$ cat config.mk
export PLATFORM = sky130hd
export DESIGN_NAME = mips_avalon_arbiter
export DESIGN_NICKNAME = d
export VERILOG_FILES = /design/src/rtl/mips_avalon_pkg.sv /design/src/rtl/mips_avalon_arbiter.sv
export SDC_FILE = /design/constraint.sdc
export NUM_CORES = 1
export LEC_CHECK = 0
export BUFFER_PORTS_ARGS = -buffer_cell sky130_fd_sc_hd__buf_2
export CORE_MARGIN = 2
export CORE_UTILIZATION = 30
export DETAILED_ROUTE_END_ITERATION = 10
export GPL_ROUTABILITY_DRIVEN = 0
export GPL_TIMING_DRIVEN = 0
export HOLD_SLACK_MARGIN = 0.05
export SLEW_MARGIN = 20
export SYNTH_ARGS = -nofsm -noshare
export SYNTH_HDL_FRONTEND = slang
export SYNTH_SLANG_ARGS = --single-unit
export TNS_END_PERCENT = 10
$ cat constraint.sdc
create_clock -name clk -period 2.2 [get_ports clk]
set_input_delay 0.44 -clock clk [delete_from_list [all_inputs] [get_ports clk]]
set_output_delay 0.44 -clock clk [all_outputs]
set_load 0.05 [all_outputs]
$ cat src/rtl/mips_avalon_pkg.sv
// Shared Avalon-MM types and response codes for the MIPS arbiter and slave.
package mips_avalon_pkg;

  typedef enum logic [1:0] {
    IDLE = 2'd0,
    OWN0 = 2'd1,
    OWN1 = 2'd2
  } arb_state_t;

  localparam logic [1:0] RESP_OKAY   = 2'b00;
  localparam logic [1:0] RESP_SLVERR = 2'b10;
  localparam logic [1:0] RESP_DECERR = 2'b11;

endpackage

$ cat src/rtl/mips_avalon_arbiter.sv
// Two-master, one-slave Avalon-MM arbiter with registered grants and a per-grant watchdog.
// Optional ARB_ROUND_ROBIN_EN: ties alternate ownership; otherwise M0 wins every tie.
module mips_avalon_arbiter
  import mips_avalon_pkg::*;
#(
  parameter int unsigned ADDR_W  = 32,
  parameter int unsigned DATA_W  = 32,
  parameter int unsigned TIMEOUT = 1023
) (
  input  logic                clk,
  input  logic                reset_n,
  input  logic [ADDR_W-1:0]   m0_address,
  input  logic [DATA_W/8-1:0] m0_byteenable,
  input  logic                m0_read,
  input  logic                m0_write,
  input  logic [DATA_W-1:0]   m0_writedata,
  output logic                m0_waitrequest,
  output logic [DATA_W-1:0]   m0_readdata,
  output logic [1:0]          m0_response,
  input  logic [ADDR_W-1:0]   m1_address,
  input  logic [DATA_W/8-1:0] m1_byteenable,
  input  logic                m1_read,
  input  logic                m1_write,
  input  logic [DATA_W-1:0]   m1_writedata,
  output logic                m1_waitrequest,
  output logic [DATA_W-1:0]   m1_readdata,
  output logic [1:0]          m1_response,
  output logic [ADDR_W-1:0]   s_address,
  output logic [DATA_W/8-1:0] s_byteenable,
  output logic                s_read,
  output logic                s_write,
  output logic [DATA_W-1:0]   s_writedata,
  input  logic                s_waitrequest,
  input  logic [DATA_W-1:0]   s_readdata,
  input  logic [1:0]          s_response,
  output logic [1:0]          grant,
  output logic                timeout_err
);

  localparam int unsigned BE_W = DATA_W / 8;
  localparam int unsigned WD_W = $clog2(TIMEOUT + 1);

  arb_state_t        state_q, state_d;
  logic [1:0]        grant_q, grant_d;
  logic              last_q, last_d;
  logic [WD_W-1:0]   wdog_q, wdog_d;
  logic              timeout_err_q, timeout_err_d;
  logic [ADDR_W-1:0] addr_q, addr_d;
  logic [BE_W-1:0]   be_q, be_d;
  logic [DATA_W-1:0] wdata_q, wdata_d;

  logic req0, req1, own0, own1, owned, own_req, tmo_c;

  // Ownership decode and watchdog expiry for the current cycle
  always_comb begin
    req0    = m0_read | m0_write;
    req1    = m1_read | m1_write;
    own0    = (state_q == OWN0);
    own1    = (state_q == OWN1);
    owned   = own0 | own1;
    own_req = own1 ? req1 : req0;
    tmo_c   = owned && (wdog_q == WD_W'(TIMEOUT));
  end

  // Next-state, last-owner and watchdog logic
  always_comb begin
    state_d       = state_q;
    last_d        = last_q;
    wdog_d        = wdog_q;
    timeout_err_d = timeout_err_q | tmo_c;
    unique case (state_q)
      IDLE: begin
        wdog_d = '0;
        if (req0 && req1) begin
`ifdef ARB_ROUND_ROBIN_EN
          state_d = last_q ? OWN0 : OWN1;
`else
          state_d = OWN0;
`endif
        end else if (req0) begin
          state_d = OWN0;
        end else if (req1) begin
          state_d = OWN1;
        end
      end
      OWN0, OWN1: begin
        if (tmo_c || !own_req) begin
          state_d = IDLE;
        end else if (!s_waitrequest) begin
          state_d = IDLE;
          last_d  = own1;
        end else begin
          wdog_d = wdog_q + WD_W'(1);
        end
      end
      default: state_d = IDLE;
    endcase
    grant_d = {state_d == OWN1, state_d == OWN0};
  end

  // Owner-to-slave mux; an idle or expiring slave port keeps the last address/data
  always_comb begin
    s_read       = 1'b0;
    s_write      = 1'b0;
    s_address    = addr_q;
    s_byteenable = be_q;
    s_writedata  = wdata_q;
    if (owned && !tmo_c) begin
      s_read       = own1 ? m1_read : m0_read;
      s_write      = own1 ? (m1_write & ~m1_read) : (m0_write & ~m0_read);
      s_address    = own1 ? m1_address : m0_address;
      s_byteenable = own1 ? m1_byteenable : m0_byteenable;
      s_writedata  = own1 ? m1_writedata : m0_writedata;
    end
    addr_d  = s_address;
    be_d    = s_byteenable;
    wdata_d = s_writedata;
  end

  // Slave-to-master return path; the expiry cycle terminates the owner with SLVERR
  always_comb begin
    m0_waitrequest = 1'b1;
    m0_readdata    = '0;
    m0_response    = RESP_OKAY;
    m1_waitrequest = 1'b1;
    m1_readdata    = '0;
    m1_response    = RESP_OKAY;
    if (own0) begin
      m0_waitrequest = tmo_c ? 1'b0 : s_waitrequest;
      m0_readdata    = tmo_c ? '0 : s_readdata;
      m0_response    = tmo_c ? RESP_SLVERR : s_response;
    end
    if (own1) begin
      m1_waitrequest = tmo_c ? 1'b0 : s_waitrequest;
      m1_readdata    = tmo_c ? '0 : s_readdata;
      m1_response    = tmo_c ? RESP_SLVERR : s_response;
    end
  end

  always_ff @(posedge clk or negedge reset_n) begin
    if (!reset_n) begin
      state_q       <= IDLE;
      grant_q       <= 2'b00;
      last_q        <= 1'b1;
      wdog_q        <= '0;
      timeout_err_q <= 1'b0;
      addr_q        <= '0;
      be_q          <= '0;
      wdata_q       <= '0;
    end else begin
      state_q       <= state_d;
      grant_q       <= grant_d;
      last_q        <= last_d;
      wdog_q        <= wdog_d;
      timeout_err_q <= timeout_err_d;
      addr_q        <= addr_d;
      be_q          <= be_d;
      wdata_q       <= wdata_d;
    end
  end

  assign grant       = grant_q;
  assign timeout_err = timeout_err_q;

endmodule

==> impl_metrics.ini <==
[placed_design]
place_area_mm2 = 0.006460
io_buffers = 319
dp_hpwl_um = 12040
dp_cells = 968

[clock_network]
htreeDepth = 3
clock_sinks = 83
clkLatencyLatePin_ps = 330
cts_tree = built
cts_buffer_depth = 2
numCtsBuffers = 9
cts_hold_buf = 0
cts-root-buf = clkbuf_16
clkSlewWorstSetupHoldPaths_ps = 60

[floorplan]
die-area_mm2 = 0.01602
die_y_um = 126.6
io_pins = 320
start_util_pct = 30.90
fp-row-count = 44
core_mm2 = 0.01459
die_x_um = 126.6

[yosys]
async_flop_share_pct = 100.0
syn_inst = 464
yosys_warnings = 0
ys_seq_elements = 83
synth.distinct_cells = 42
syn_avg_cell_area_um2 = 9.716
ys_top_cells_by_area = dfrtp_1 46%, mux2i_1 16%, and2_1 9.2%
synth_edf_count = 0
synth.most_common_cell = dfrtp_1
ys_top_cells_by_count = 83 x dfrtp_1, 79 x nand2_1, 74 x mux2i_1
yosysTopAreaCell = dfrtp_1
ys.flop_type = dfrtp_1
syn_area_mm2 = 0.004508
syn-num-nets = 646
netlist.area_leader.share_pct = 46.07
seq_area_frac_synth_pct = 46.07

[sta]
setup_slack_ps = -384.3
relSlewSlack_pct = 52.16
hold_viol = 0
fin_crit_sh_pct = 117.5
fmax_ghz = 0.3869
clock_skew_ps = 6.743
rsz0062_at_grt = true
finalSetupViolCount = 140
tightest_slew_ps = 716.5
fin_crit_ps = 2584
report.final.slew_viol_count = 0

[finish]
num_antenna_cells = 0
drive_gt1_share_pct = 66.95
nets = 1016
fin_area_mm2 = 0.008841
final_util_pct = 60.60
finalNonFillerCells = 1022
area_delta_synth_final_pct = 96.11

[detailed_routing]
routed_wl_um = 17470
drc = 0
drtAntennaViolNets = 0
drtPass1Iterations = 4
dr.first_iter.drc_count = 138
viasPerCell = 4.792
dr_total_vias = 4897
routedWlPerCell_um = 17.09

[setup_path]
start_kind = register
path_max_fanout = 6
critPathKind = reg -> out
cp_data_required_time_ps = 1760
endpoint_kind = output pin
arrival_ps = 2140

[power]
p_leak_uw = 0.004209
vdd_ir_drop_max_mv = 1.191
power_density_mw_per_mm2 = 1912

[global_route]
grt_pass1_vias = 5054
track_usage_pct = 20.95
grt_first_pass_wirelength_um = 26580
gr-total-overflow = 0
grt_max_degree = 47
antenna_found_initial = 0

[job]
maxCapViolations = 0

[status]
outcome = complete, but fails checks
violations = negative setup slack

[worst_hold_path]
hp-class = in -> async
==> layer usage <==
| metal | share of wire (%) | vias to the layer above | GRT usage [%] |
|---|---|---|---|
| met5 | 0 | - | 0 |
| met4 | 1.1 | 0 | 4.977 |
| met3 | 6.8 | 13 | 4.007 |
| met2 | 55 | 214 | 40.36 |
| met1 | 37 | 2316 | 23.62 |
| li1 | - | 2354 | - |
==> critical path, cell delays in order (launching register included) <==
cell	delay, ps
dfrtp_1	390
ha_4	170
nand3_4	100
o31ai_4	270
buf_6	150
buf_12	120
buf_12	140
clkbuf_16	170
nand2_4	50
o21ai_4	70
buf_8	170
==> sequential cells by signal, summed over array words and instances, names as in the netlist <==
signal and flops:
addr_q 32, grant 2, wdata_q 32, timeout_err 1, be_q 4, state_q 2, wdog_q 10
==> per-stage QoR <==
step / total power [uW] / hold WS, ps / setup TNS (ps) / worst slack [ps]
after floorplan: 9115 / 144.4 / -73910 / -826.2
after global placement: 11210 / 446.1 / -82630 / -722.5
after detailed placement: 11240 / 450.3 / -80260 / -727.8
after CTS: 16070 / 94.55 / -36480 / -335.8
after global routing: 17660 / 127.3 / -55450 / -490.8
final: 16910 / 86.96 / -41900 / -384.3
==> layout by cell type (no fill, tap or decap), types with 3 or more instances in the layout <==
master and instances:
nand4_1 3, o21ai_4 11, clkbuf_16 11, mux2i_2 8, o21ai_2 57, nand3_1 4
mux2i_1 66, buf_4 35, inv_1 3, clkbuf_8 12, and2_4 41, dfrtp_2 3
dfrtp_1 80, clkbuf_4 3, nand2_2 12, buf_12 4, buf_8 24, buf_6 127
nand2_4 6, buf_2 178, nand2_1 61, and2_1 25, nor2_1 6
==> worst paths after layout <==
path / start / to / slack (ps) / depth (start not counted)
setup / recovery: wdog_q[0] / s_writedata[18] / -380 / 10
hold / removal: reset_n / wdata_q[24] / 90 / 1
setup reg to reg: wdog_q[0] / wdog_q[7] / 70 / 8
hold reg to reg: timeout_err / timeout_err / 470 / 1
max in group asynchronous: reset_n / addr_q[25] / 1490 / 2
min in group clk: m0_address[6] / addr_q[6] / 430 / 3
==> cell type report <==
cell class,instances,area [um2]
fillers,1210,5748
repair buffers,358,2940
multi-input cells,347,2904
flip-flops and latches,83,2081
plain buffers,29,376.6
well taps,184,230.2
clock buffers,10,229.0
clock inverters,5,55.05
inverters,6,25.02
==> power breakdown <==
group,switching [uW],total [uW],internal [uW]
sequential,246,2460,2210
clock,600,1470,870
combinational,8010,13000,4970
==> cells by family (layout without fill, tap and decap cells) <==
| logic type | Yosys count | count (layout) | synth area share (%) |
|---|---|---|---|
| AOI/OAI and AO/OA | 88 | 88 | 11.41 |
| xor gates and xnor gates | 1 | 1 | 0.1943 |
| adders and majority gates | 5 | 5 | 1.388 |
| buffers and inverters | 35 | 408 | 3.691 |
| DFF | 83 | 83 | 46.07 |
| muxes | 74 | 74 | 16.43 |
| and+or+nand+nor | 178 | 179 | 20.82 |
==> timing repair <==
item	CTS	global route
pin swaps	17	7
setup endpoints to repair	182	140
gates resized for setup	530	49
gates cloned	5	2
setup buffers	16	16
No activity file was read; power rests on OpenSTA's default activity.
